[src/rtl/wb_scoreboard_arb_if.sv]
`default_nettype none
// ============================================================================
// Module   : wb_scoreboard_arb_if
// Desc     : Issue, producer and writeback bundle for the writeback arbiter.
// Revision : 1.0 - initial release
// ============================================================================
interface wb_scoreboard_arb_if;
    logic        iss_valid;
    logic        iss_rs_use;
    logic [3:0]  iss_rs_num;
    logic        iss_rt_use;
    logic [3:0]  iss_rt_num;
    logic        iss_rd_write;
    logic [3:0]  iss_rd_num;
    logic        iss_stall;
    logic        alu_valid;
    logic [3:0]  alu_rd_num;
    logic [31:0] alu_data;
    logic        alu_ready;
    logic        mem_valid;
    logic [3:0]  mem_rd_num;
    logic [31:0] mem_data;
    logic        mem_ready;
    logic        wb_rd_write_en;
    logic [3:0]  wb_rd_num;
    logic [31:0] wb_rd_in;
    logic [15:0] pending;
    logic        err_spurious;

    modport slave (
        input  iss_valid, iss_rs_use, iss_rs_num, iss_rt_use, iss_rt_num,
               iss_rd_write, iss_rd_num,
               alu_valid, alu_rd_num, alu_data,
               mem_valid, mem_rd_num, mem_data,
        output iss_stall, alu_ready, mem_ready,
               wb_rd_write_en, wb_rd_num, wb_rd_in, pending, err_spurious
    );

    modport master (
        output iss_valid, iss_rs_use, iss_rs_num, iss_rt_use, iss_rt_num,
               iss_rd_write, iss_rd_num,
               alu_valid, alu_rd_num, alu_data,
               mem_valid, mem_rd_num, mem_data,
        input  iss_stall, alu_ready, mem_ready,
               wb_rd_write_en, wb_rd_num, wb_rd_in, pending, err_spurious
    );
endinterface
`default_nettype wire

[src/rtl/wb_scoreboard_arb.sv]
`default_nettype none
// ============================================================================
// Module   : wb_scoreboard_arb
// Desc     : Writeback arbiter (ALU vs load unit) and RAW/WAW hazard
//            scoreboard for the 16-entry register file.
// Options  : WBARB_FIXED_PRIO_EN - load unit always wins on contention
// Revision : 1.0 - initial release
// ============================================================================
module wb_scoreboard_arb #(
    parameter int MAX_OUTSTANDING = 8
) (
    input  wire logic          clk,
    input  wire logic          reset,
    wb_scoreboard_arb_if.slave bus
);
    localparam int               CNT_W     = $clog2(MAX_OUTSTANDING + 1);
    localparam logic [CNT_W-1:0] C_CNT_MAX = CNT_W'(MAX_OUTSTANDING);
    localparam logic [CNT_W-1:0] C_CNT_ONE = CNT_W'(1);

`ifndef WBARB_FIXED_PRIO_EN
    typedef enum logic [0:0] {
        GRANT_ALU = 1'b0,
        GRANT_MEM = 1'b1
    } grant_e;

    grant_e last_grant_q, last_grant_d;
`endif

    logic [15:0]      pending_q, pending_d;
    logic [CNT_W-1:0] cnt_q, cnt_d;
    logic             wb_en_q, wb_en_d;
    logic [3:0]       wb_num_q, wb_num_d;
    logic [31:0]      wb_data_q, wb_data_d;
    logic             wb_spur_q, wb_spur_d;
    logic             err_q, err_d;

    logic        w_hazard;
    logic        w_stall;
    logic        w_accept;
    logic        w_gnt_alu;
    logic        w_gnt_mem;
    logic        w_gnt_any;
    logic [3:0]  w_gnt_num;
    logic [31:0] w_gnt_data;
    logic        w_gnt_pend;
    logic        w_retire;
    logic        w_dec;

    always_comb begin
        w_hazard = (bus.iss_rs_use   & pending_q[bus.iss_rs_num])
                 | (bus.iss_rt_use   & pending_q[bus.iss_rt_num])
                 | (bus.iss_rd_write & (pending_q[bus.iss_rd_num] | (cnt_q >= C_CNT_MAX)));
        w_stall  = ~reset | (bus.iss_valid & w_hazard);
        w_accept = bus.iss_valid & bus.iss_rd_write & ~w_stall;
    end

    always_comb begin
        w_gnt_alu = 1'b0;
        w_gnt_mem = 1'b0;
        if (reset) begin
            if (bus.alu_valid && bus.mem_valid) begin
`ifdef WBARB_FIXED_PRIO_EN
                w_gnt_mem = 1'b1;
`else
                if (last_grant_q == GRANT_MEM) w_gnt_alu = 1'b1;
                else                           w_gnt_mem = 1'b1;
`endif
            end else begin
                w_gnt_alu = bus.alu_valid;
                w_gnt_mem = bus.mem_valid;
            end
        end
    end

    always_comb begin
        w_gnt_any  = w_gnt_alu | w_gnt_mem;
        w_gnt_num  = w_gnt_mem ? bus.mem_rd_num : bus.alu_rd_num;
        w_gnt_data = w_gnt_mem ? bus.mem_data   : bus.alu_data;
        w_retire   = wb_en_q & ~wb_spur_q;
        w_dec      = w_retire & (cnt_q != '0);
        // A bit being cleared by this edge's retire is no longer a valid target.
        w_gnt_pend = pending_q[w_gnt_num] & ~(w_retire & (wb_num_q == w_gnt_num));

        pending_d = pending_q;
        if (w_retire) pending_d[wb_num_q]    = 1'b0;
        if (w_accept) pending_d[bus.iss_rd_num] = 1'b1;

        cnt_d = cnt_q;
        case ({w_accept, w_dec})
            2'b10:   cnt_d = cnt_q + C_CNT_ONE;
            2'b01:   cnt_d = cnt_q - C_CNT_ONE;
            default: cnt_d = cnt_q;
        endcase

        wb_en_d   = w_gnt_any;
        wb_num_d  = w_gnt_any ? w_gnt_num  : wb_num_q;
        wb_data_d = w_gnt_any ? w_gnt_data : wb_data_q;
        wb_spur_d = w_gnt_any & ~w_gnt_pend;
        err_d     = err_q | (wb_en_q & wb_spur_q);

`ifndef WBARB_FIXED_PRIO_EN
        last_grant_d = last_grant_q;
        if (w_gnt_mem)      last_grant_d = GRANT_MEM;
        else if (w_gnt_alu) last_grant_d = GRANT_ALU;
`endif
    end

    always_ff @(posedge clk) begin
        if (!reset) begin
            pending_q    <= '0;
            cnt_q        <= '0;
            wb_en_q      <= 1'b0;
            wb_num_q     <= '0;
            wb_data_q    <= '0;
            wb_spur_q    <= 1'b0;
            err_q        <= 1'b0;
`ifndef WBARB_FIXED_PRIO_EN
            last_grant_q <= GRANT_MEM;
`endif
        end else begin
            pending_q    <= pending_d;
            cnt_q        <= cnt_d;
            wb_en_q      <= wb_en_d;
            wb_num_q     <= wb_num_d;
            wb_data_q    <= wb_data_d;
            wb_spur_q    <= wb_spur_d;
            err_q        <= err_d;
`ifndef WBARB_FIXED_PRIO_EN
            last_grant_q <= last_grant_d;
`endif
        end
    end

    assign bus.iss_stall      = w_stall;
    assign bus.alu_ready      = w_gnt_alu;
    assign bus.mem_ready      = w_gnt_mem;
    assign bus.wb_rd_write_en = wb_en_q;
    assign bus.wb_rd_num      = wb_num_q;
    assign bus.wb_rd_in       = wb_data_q;
    assign bus.pending        = pending_q;
    assign bus.err_spurious   = err_q;

endmodule
`default_nettype wire

[src/flat_wrapper.sv]
// flat-port wrapper written by rule: the top's interface ports become plain ports
module wb_scoreboard_arb_flat 
#(
    parameter int MAX_OUTSTANDING = 8
)
  (clk, reset, bus_iss_valid, bus_iss_rs_use, bus_iss_rs_num, bus_iss_rt_use, bus_iss_rt_num, bus_iss_rd_write, bus_iss_rd_num, bus_alu_valid, bus_alu_rd_num, bus_alu_data, bus_mem_valid, bus_mem_rd_num, bus_mem_data, bus_iss_stall, bus_alu_ready, bus_mem_ready, bus_wb_rd_write_en, bus_wb_rd_num, bus_wb_rd_in, bus_pending, bus_err_spurious);
  wb_scoreboard_arb_if bus_i ();
  input  wire logic clk;
  input  wire logic reset;
  input wire logic [$bits(bus_i.iss_valid)-1:0] bus_iss_valid;
  input wire logic [$bits(bus_i.iss_rs_use)-1:0] bus_iss_rs_use;
  input wire logic [$bits(bus_i.iss_rs_num)-1:0] bus_iss_rs_num;
  input wire logic [$bits(bus_i.iss_rt_use)-1:0] bus_iss_rt_use;
  input wire logic [$bits(bus_i.iss_rt_num)-1:0] bus_iss_rt_num;
  input wire logic [$bits(bus_i.iss_rd_write)-1:0] bus_iss_rd_write;
  input wire logic [$bits(bus_i.iss_rd_num)-1:0] bus_iss_rd_num;
  input wire logic [$bits(bus_i.alu_valid)-1:0] bus_alu_valid;
  input wire logic [$bits(bus_i.alu_rd_num)-1:0] bus_alu_rd_num;
  input wire logic [$bits(bus_i.alu_data)-1:0] bus_alu_data;
  input wire logic [$bits(bus_i.mem_valid)-1:0] bus_mem_valid;
  input wire logic [$bits(bus_i.mem_rd_num)-1:0] bus_mem_rd_num;
  input wire logic [$bits(bus_i.mem_data)-1:0] bus_mem_data;
  output wire logic [$bits(bus_i.iss_stall)-1:0] bus_iss_stall;
  output wire logic [$bits(bus_i.alu_ready)-1:0] bus_alu_ready;
  output wire logic [$bits(bus_i.mem_ready)-1:0] bus_mem_ready;
  output wire logic [$bits(bus_i.wb_rd_write_en)-1:0] bus_wb_rd_write_en;
  output wire logic [$bits(bus_i.wb_rd_num)-1:0] bus_wb_rd_num;
  output wire logic [$bits(bus_i.wb_rd_in)-1:0] bus_wb_rd_in;
  output wire logic [$bits(bus_i.pending)-1:0] bus_pending;
  output wire logic [$bits(bus_i.err_spurious)-1:0] bus_err_spurious;
  assign bus_i.iss_valid = bus_iss_valid;
  assign bus_i.iss_rs_use = bus_iss_rs_use;
  assign bus_i.iss_rs_num = bus_iss_rs_num;
  assign bus_i.iss_rt_use = bus_iss_rt_use;
  assign bus_i.iss_rt_num = bus_iss_rt_num;
  assign bus_i.iss_rd_write = bus_iss_rd_write;
  assign bus_i.iss_rd_num = bus_iss_rd_num;
  assign bus_i.alu_valid = bus_alu_valid;
  assign bus_i.alu_rd_num = bus_alu_rd_num;
  assign bus_i.alu_data = bus_alu_data;
  assign bus_i.mem_valid = bus_mem_valid;
  assign bus_i.mem_rd_num = bus_mem_rd_num;
  assign bus_i.mem_data = bus_mem_data;
  assign bus_iss_stall = bus_i.iss_stall;
  assign bus_alu_ready = bus_i.alu_ready;
  assign bus_mem_ready = bus_i.mem_ready;
  assign bus_wb_rd_write_en = bus_i.wb_rd_write_en;
  assign bus_wb_rd_num = bus_i.wb_rd_num;
  assign bus_wb_rd_in = bus_i.wb_rd_in;
  assign bus_pending = bus_i.pending;
  assign bus_err_spurious = bus_i.err_spurious;
  wb_scoreboard_arb #(.MAX_OUTSTANDING(MAX_OUTSTANDING)) u_core (.clk(clk), .reset(reset), .bus(bus_i));
endmodule
[config.mk]
export PLATFORM = sky130hd
export DESIGN_NAME = wb_scoreboard_arb_flat
export DESIGN_NICKNAME = d
export VERILOG_FILES = /design/src/rtl/wb_scoreboard_arb_if.sv /design/src/rtl/wb_scoreboard_arb.sv /design/src/flat_wrapper.sv
export SDC_FILE = /design/constraint.sdc
export NUM_CORES = 1
export LEC_CHECK = 0
export ABC_CLOCK_PERIOD_IN_PS = 4300
export BUFFER_PORTS_ARGS = -buffer_cell sky130_fd_sc_hd__buf_2
export CORE_MARGIN = 4
export CORE_UTILIZATION = 45
export DETAILED_ROUTE_END_ITERATION = 12
export GPL_ROUTABILITY_DRIVEN = 1
export PLACE_DENSITY = 0.83
export SETUP_SLACK_MARGIN = 0.05
export SLEW_MARGIN = 20
export SYNTH_ARGS = -nofsm -noshare
export SYNTH_HDL_FRONTEND = slang
export SYNTH_SLANG_ARGS = --single-unit
[constraint.sdc]
create_clock -name clk -period 4.3 [get_ports clk]
set_clock_uncertainty 0.05 [all_clocks]
set_input_delay 0.86 -clock clk [delete_from_list [all_inputs] [get_ports clk]]
set_output_delay 0.86 -clock clk [all_outputs]
set_load 0.1 [all_outputs]
==> results.cfg, run 1 <==
[setup_path]
start_kind = input pin
worstPathMaxFanout = 9
cp.arrival_ps = 3980
worstRegToRegCells = 13
cp.required_ps = 4510
cp_num_buf_inv = 1
r2r_start = u_core.bus.pending[1]
path_cells = buf_2, mux4_2, nor2b_4, a2111oi_2, a31o_1, nand2b_1, or3_1, ha_1, xor2_1, ha_1, a21oi_1, xor2_1, or3_1, a21oi_1
critPathMaxStageDelay_ps = 510
end_kind = flop
path_depth = 14
cp_top_family = simple AND/OR/NAND/NOR gates
crit_end = u_core.cnt_q[2]
slowest_stage = mux4_2
crit_start = bus_iss_rd_num[0]
worstSetupPathType = input pin to flop
rrSetupSlack_ps = 880
reg2reg_to = u_core.cnt_q[2]

[sta]
hold_ws_ps = 400.6
setup_viol = 0
final_max_slew_viol_count = 0
hold_viol = 0
layout_min_cycle_time_ps = 3767
max-slew-margin-rel_pct = 64.39
rsz0062_at_grt = false
totalNegativeSetupSlack_ps = 0
worstMarginPinSlew_ps = 532.9
post-route-period-util_pct = 87.60
max_freq_mhz = 265.5
fin_ws_ps = 533.1

[placed_design]
dp.cells = 648
place_ws_ps = 203.7
io_buffers = 148
place_congestion = 0.9598
dp_hpwl_um = 8408

[clock_tree]
cts_tree = done
clk_pin_slew_ps = 70
ctsHoldBuffers = 0
clkSinkCount = 60
clockRootBuffer = clkbuf_8
post_cts_buffers = 0
clock_latency_ps = 340
h-tree-depth = 3
cts_made_buffers = 9
cts_resized = 0
clk_path_buf_depth = 2

[global_route]
antenna_found_initial = 0
grt_pass1_vias = 3780
grt_overflow = 0
grt_max_degree = 42
grt_pass1_wl_um = 18400
track_usage_pct = 23.46

[synthesis]
synth_compound_gate_area_share_pct = 28.54
yosys.area.top_type = dfxtp_1
ys_warn_count = 0
synth_edf_count = 0
avgSynthCellArea_um2 = 8.335
synth_mux_area_share_pct = 12.76
syn_inst = 426
synth_top_family_by_area = compound AO/OA/AOI/OAI gates
yosysUniqueCellTypes = 48
synthXorXnorAreaFrac_pct = 1.233
syn-num-nets = 521
synth-main-ff-cell = dfxtp_1
synthAdderAreaFrac_pct = 1.057
synth_area_leaders = dfxtp_1 (34%), a22oi_1 (7.6%), a21oi_1 (6.3%)
synth_most_common_cell = dfxtp_1
ys_ff_latch = 60
synth-seq-area-share_pct = 33.83
synth_top_area_share_pct = 33.83
synthesis.area_um2 = 3551
synth_simple_gate_area_share_pct = 16.74
async_flop_share_pct = 0
synthTopCellsByCount = dfxtp_1 (60), nand2_1 (59), a21oi_1 (45)

[drt]
antenna_left = 0
dr.pass1.iters = 8
wire_per_inst_um = 17.04
drc = 0
vias = 3893
viasPerCell = 5.872
routed_wl_um = 11300
drt_iter0_drc = 377

[power_and_ir_drop]
leakagePower_nw = 1.987
total_power_w = 0.001579
p_per_area_nw_per_um2 = 349.4
irDropWorstVdd_mv = 0.2360

[finish]
drive_gt1_share_pct = 33.87
seqCellArea_um2 = 1201
multi_input_area_um2 = 2156
final_nets = 652
antennaDiodeCount = 0
fin_cells = 663
area_delta_synth_final_pct = 27.27
n_fill_cell = 719

[floorplanning]
die_area_um2 = 9376
die_y_um = 96.83
row_count = 32
ioPinCount = 149
die_w_um = 96.83
coreArea_um2 = 7687
start_util_pct = 46.19

[worst_hold_path]
hp-class = flop to flop

[job]
maxCapViolCount = 0

[run_status]
status = finished clean
## report_power, final
| group | leakage, nW | switching [W] | internal (W) | total [W] |
|---|---|---|---|---|
| clock | 0.105 | 0.000221 | 0.000295 | 0.000516 |
| sequential | 0.490 | 0.0000250 | 0.000585 | 0.000610 |
| combinational | 1.39 | 0.000343 | 0.000111 | 0.000453 |
## through the flow
| step | util, % | instance area, µm² |
|---|---|---|
| final | 58.79 | 4519 |
| after global routing | 58.79 | 4519 |
| after CTS | 58.79 | 4519 |
| after detailed placement | 56.18 | 4319 |
| after global placement | 56.18 | 4319 |
| after floorplan | - | 3551 |
## worst min-delay path by stage
stage	from	to	slack, ps	depth (start not counted)
2_1_floorplan	u_core.cnt_q[2]	u_core.cnt_q[2]	420	2
3_3_place_gp	u_core.bus.wb_rd_in[10]	u_core.bus.wb_rd_in[10]	390	2
3_5_place_dp	u_core.bus.wb_rd_in[26]	u_core.bus.wb_rd_in[26]	390	2
4_1_cts	u_core.bus.wb_rd_in[26]	u_core.bus.wb_rd_in[26]	400	2
5_1_grt	u_core.bus.wb_rd_in[11]	u_core.bus.wb_rd_in[11]	430	2
6_report	u_core.bus.wb_rd_in[12]	u_core.bus.wb_rd_in[12]	400	2
## cell usage in the layout (no fill, tap or decap), drive strengths merged, types with 2 or more instances in the layout
cell type and count:
nor2b 9, a21oi 45, and2 2, o311ai 3
nand2b 3, o41ai 6, or4 4, o211ai 11
o32ai 2, a21boi 3, mux2 4, ha 3
dfxtp 60, a22oi 36, nor3 6, nand3 13
nor2 22, clkbuf 11, nand2 59, clkinv 4
nand4 4, a311oi 2, xor2 4, or3 4
a31o 2, buf 154, inv 12, o2111ai 5
mux4 8, o21ai 22, mux2i 22, a211oi 5
## kinds of logic after synthesis
| group | after synthesis |
|---|---|
| AO/OA/AOI/OAI | 148 |
| AND/OR/NAND/NOR | 129 |
| flip-flops | 60 |
| buffers and inverters | 47 |
| multiplexers | 34 |
| XOR/XNOR | 5 |
| adder cells (fa/ha/maj) | 3 |
## cell type report
class                           instances  area share (%)
Clock buffer                           11           3.350
Inverter                               13           1.080
Timing Repair Buffer                  154           17.39
Tap cell                              102           2.824
Clock inverter                          4           1.080
Multi-Input combinational cell        319           47.70
Sequential cell                        60           26.58
## registers in the layout, indices dropped and copies added, names as in the netlist
| register | cells |
|---|---|
| u_core.bus.wb_rd_in | 32 |
| u_core.bus.pending | 16 |
| u_core.bus.wb_rd_num | 4 |
| u_core.cnt_q | 4 |
| u_core.bus.err_spurious | 1 |
| u_core.bus.wb_rd_write_en | 1 |
| u_core.last_grant_q | 1 |
| u_core.wb_spur_q | 1 |
## metal layers
layer / wire length (µm) / global-route usage, %
met5: 0 / 0
met4: 247 / 9.611
met3: 1007 / 6.200
met2: 5542 / 38.80
met1: 4499 / 28.88
## worst reg2reg max path, stage by stage (launching register included)
cell and delay (ps):
dfxtp_1 400, mux4_2 470, nor2b_4 140, a2111oi_2 350
a31o_1 160, nand2b_1 70, or3_1 350, ha_1 270
xor2_1 170, ha_1 200, a21oi_1 150, xor2_1 100
or3_1 310, a21oi_1 130
Power figures use the tool's default switching activity.
==> run 2: changes to the inputs <==
- CORE_MARGIN: 4 -> 2
==> run 2 against run 1 <==
Cell count increased by 0.15%. Worst setup slack improved by 1.6 ps. Sequential cell count unchanged. Combinational power about the same. Final area grew 1.3%. Largest cell class unchanged. Count of clock-buffer cells in the layout is 1 lower.
==> results.cfg, run 2 (synthesis gave the netlist of run 1 again) <==
[global_route]
grt_pass1_vias = 3519
grt_max_degree = 42
grt_pass1_wl_um = 17150
antenna_found_initial = 0
grt_overflow = 0
track_usage_pct = 24.77

[finish]
layout_common_cells = buf_2 (148), dfxtp_1 (60), nand2_1 (59), a21oi_1 (44), a22oi_1 (36)
largest_reg_flops = 32
area_delta_synth_final_pct = 28.89
final_nets = 653
drive_gt1_share_pct = 33.99
final_common_cell = buf_2
fin_cells = 664
antennaDiodeCount = 0

[power_and_ir_drop]
irDropWorstVdd_mv = 0.2898
p_comb_share_pct = 27.3
p_sw_w = 0.0005789
seqPwrFrac_pct = 36.5
internal-power_w = 0.001094
clkPwrFrac_pct = 36.2
leakagePower_nw = 2.014
p_sw_share_pct = 34.61
p_per_area_nw_per_um2 = 365.5

[drt]
antenna_left = 0
met2WireLength_um = 5384
viasPerCell = 5.872
top_layer_used = met4
wire_per_inst_um = 16.47
drc = 0
drt_iter0_drc = 370
wl_met3_um = 983
vias = 3899
routed_wl_um = 10940
met1_length_um = 4430
dr.pass1.iters = 6

[clock_tree]
clock_latency_ps = 320
clk_path_buf_depth = 2
clk_pin_slew_ps = 70
cts_resized = 0
h-tree-depth = 3
post_cts_buffers = 0
ctsHoldBuffers = 0
cts_made_buffers = 9
cts_tree = done
clkSinkCount = 60
clockRootBuffer = clkbuf_8

[placed_design]
io_buffers = 148
place_congestion = 0.9545
place_ws_ps = 250.4
dp.cells = 649
dp_hpwl_um = 8051

[floorplanning]
ioPinCount = 149
die_area_um2 = 8617
die_y_um = 92.83
die_w_um = 92.83
coreArea_um2 = 7687
row_count = 32
start_util_pct = 46.19

[worst_hold_path]
hp-class = flop to flop

[setup_path]
worstSetupPathType = input pin to flop
rrSetupSlack_ps = 920
worstPathMaxFanout = 9
end_kind = flop
cp.arrival_ps = 3960
cp.required_ps = 4500
start_kind = input pin

[sta]
fin_ws_ps = 534.7
rsz0062_at_grt = false
setup_viol = 0
layout_min_cycle_time_ps = 3765
post-route-period-util_pct = 87.57
max_freq_mhz = 265.6
totalNegativeSetupSlack_ps = 0
worstMarginPinSlew_ps = 644.9
hold_ws_ps = 400.4
hold_viol = 0
max-slew-margin-rel_pct = 56.96
final_max_slew_viol_count = 0

[run_status]
status = finished clean

[job]
maxCapViolCount = 0
## run 2: per-layer routing
layer,vias to the layer above,GRT usage (%)
met2,237,39.98
met3,17,6.103
li1,1854,-
met5,-,0
met4,0,7.721
met1,1791,32.66
## run 2: cell type report
type                       instances  area (µm²)
inverter                          13       48.80
clock buffer                      10       137.6
tap                              102       127.6
timing repair buffer             155       805.8
multi-input combinational        319        2156
sequential                        60        1201
fill                             716        3110
clock inverter                     5       100.1
## run 2: critical path, cell delays in order
cell	delay, ps
buf_2	200
mux4_2	520
nor2b_4	140
a2111oi_2	330
a31o_1	170
nand2b_1	70
or3_1	340
ha_1	280
xor2_1	170
ha_1	190
a21oi_1	140
xor2_1	90
or3_1	310
a21oi_1	150
## run 2: worst paths after layout
check / cells past startpoint / start / endpoint
worst max-delay path: 14 / bus_iss_rd_num[0] / u_core.cnt_q[2]
worst min-delay path: 2 / u_core.bus.wb_rd_in[29] / u_core.bus.wb_rd_in[29]
worst max register to register: 13 / u_core.bus.pending[0] / u_core.cnt_q[2]
worst min register to register: 2 / u_core.bus.wb_rd_in[29] / u_core.bus.wb_rd_in[29]
## run 2: through the flow
stage          total power (W)  area [µm²]  util (%)
3_3_place_gp          0.001066        4339     56.45
4_1_cts               0.001682        4577     59.54
3_5_place_dp          0.001075        4339     56.45
6_report              0.001673        4577     59.54
2_1_floorplan        0.0009651        3551         -
5_1_grt               0.001743        4577     59.54
## run 2: power groups by stage
| stage | Clock [W] | Combinational (W) | Sequential (W) |
|---|---|---|---|
| after global routing | 0.000648 | 0.000481 | 0.000614 |
| after detailed placement | 0 | 0.000453 | 0.000622 |
| after global placement | 0 | 0.000446 | 0.000620 |
| after CTS | 0.000619 | 0.000454 | 0.000610 |
| after floorplan | 0 | 0.000164 | 0.000801 |
| final | 0.000606 | 0.000456 | 0.000611 |
==> run 3: changes to the inputs <==
- CORE_UTILIZATION: 45 -> 30
- PLACE_DENSITY: 0.83 -> 0.61
==> run 3 against run 2 <==
Count of clock-buffer cells in the layout rose by 1. Global-route usage fell by 7.2 points. Final area rose by 2.6%. Largest cell class unchanged.
==> results.cfg, run 3 (synthesis gave the netlist of run 1 again) <==
[clock_tree]
clockRootBuffer = clkbuf_16
cts_made_buffers = 9
clk_pin_slew_ps = 50
h-tree-depth = 3
cts_resized = 0
post_cts_buffers = 0
clock_latency_ps = 320
clk_path_buf_depth = 2
ctsHoldBuffers = 0
cts_tree = done
clkSinkCount = 60

[floorplanning]
die_y_um = 112.8
coreArea_um2 = 11470
ioPinCount = 149
row_count = 39
die_area_um2 = 12720
start_util_pct = 30.97
die_w_um = 112.8

[finish]
fin_util_pct = 40.95
n_fill_cell = 1175
largest_reg_flops = 32
fin_cells = 708
multi_input_area_um2 = 2156
layout_common_cells = buf_2 (148), dfxtp_1 (60), nand2_1 (59), a21oi_1 (44), a22oi_1 (36)
drive_gt1_share_pct = 34.16
seqCellArea_um2 = 1201
area_delta_synth_final_pct = 32.24
antennaDiodeCount = 0
final_nets = 655
final_common_cell = buf_2

[sta]
totalNegativeSetupSlack_ps = 0
rsz0062_at_grt = false
hold_viol = 0
layout_min_cycle_time_ps = 3726
hold_ws_ps = 400.7
post-route-period-util_pct = 86.66
max_freq_mhz = 268.4
max-slew-margin-rel_pct = 66.16
worstMarginPinSlew_ps = 511.0
final_max_slew_viol_count = 0
setup_viol = 0

[drt]
antenna_left = 0
wire_per_inst_um = 16.48
drc = 0
dr.pass1.iters = 7
vias = 3852
viasPerCell = 5.441
drt_iter0_drc = 244
routed_wl_um = 11670

[global_route]
grt_pass1_vias = 3692
antenna_found_initial = 0
grt_overflow = 0
track_usage_pct = 17.53
grt_pass1_wl_um = 18310
grt_max_degree = 42

[power_and_ir_drop]
p_per_area_nw_per_um2 = 381.4
p_sw_w = 0.0006277
internal-power_w = 0.001163
p_comb_share_pct = 25.4
p_sw_share_pct = 35.04
irDropWorstVdd_mv = 0.2051
clkPwrFrac_pct = 40.5
total_power_w = 0.001791
leakagePower_nw = 2.042
seqPwrFrac_pct = 34.1

[setup_path]
end_kind = flop
slowest_stage = mux4_2
cp.arrival_ps = 3920
cp_top_family = simple AND/OR/NAND/NOR gates
worstPathMaxFanout = 9
critPathMaxStageDelay_ps = 520
start_kind = input pin
cp.required_ps = 4500
cp_num_buf_inv = 1
path_cells = buf_2, mux4_2, nor2b_4, a2111oi_2, a31o_1, nand2b_1, or3_1, ha_1, xor2_1, ha_1, a21oi_1, xor2_1, or3_1, a21oi_1
worstSetupPathType = input pin to flop

[job]
maxCapViolCount = 0

[placed_design]
dp_hpwl_um = 8588
place_congestion = 0.8517
dp.cells = 692
io_buffers = 148

[run_status]
status = finished clean

[worst_hold_path]
hp-class = flop to flop
[run 3: cell types whose count changed in the layout (fill, tap and decap cells not counted), moves of 2 or more]
cell,previous run,this run
bufinv_16,3,1
clkbuf_16,0,9
clkbuf_8,10,1
buf_4,6,9
[run 3: per-stage QoR]
step                      area (µm²)  setup WS [ps]
final                           4696          573.8
after global routing            4696          312.3
after CTS                       4696          566.6
after detailed placement        4393          249.4
after global placement          4393          293.5
after floorplan                 3551          124.1
[run 3: routing by layer]
metal / vias up / share of wire (%) / global-route usage [%]
met5: - / 0 / 0
met4: 0 / 2.1 / 6.992
met3: 19 / 7.3 / 3.107
met2: 144 / 49 / 29.82
met1: 1828 / 42 / 22.02
li1: 1861 / - / -
[run 3: final timing paths]
| check | startpoint | to | slack [ps] | cells past startpoint |
|---|---|---|---|---|
| setup / recovery | bus_iss_rd_num[0] | u_core.cnt_q[2] | 570 | 14 |
| hold / removal | u_core.bus.wb_rd_in[2] | u_core.bus.wb_rd_in[2] | 400 | 2 |
| setup reg to reg | u_core.bus.pending[2] | u_core.cnt_q[2] | 940 | 13 |
| hold reg to reg | u_core.bus.wb_rd_in[2] | u_core.bus.wb_rd_in[2] | 400 | 2 |
[run 3: power by group through the flow]
stage | combinational, W | sequential [W] | clock (W)
2_1_floorplan | 0.000164 | 0.000801 | 0
3_3_place_gp | 0.000449 | 0.000621 | 0
3_5_place_dp | 0.000455 | 0.000623 | 0
4_1_cts | 0.000456 | 0.000611 | 0.000748
5_1_grt | 0.000482 | 0.000615 | 0.000768
6_report | 0.000455 | 0.000611 | 0.000725
[run 3: worst reg2reg max path: cells and delay by family (launching register included)]
kind                       cells  cell delay (ps)
AOI/OAI and AO/OA              4              770
xor gates and xnor gates       2              260
adders and majority gates      2              450
DFF                            1              410
muxes                          1              490
and+or+nand+nor                4              860
[run 3: final cells by class]
| cell class | instances | share of cell area (%) |
|---|---|---|
| inverter | 13 | 1.039 |
| sequential | 60 | 25.58 |
| clock buffer | 11 | 5.169 |
| tap | 143 | 3.810 |
| timing repair buffer | 157 | 17.21 |
| multi-input combinational | 319 | 45.91 |
| clock inverter | 5 | 1.279 |
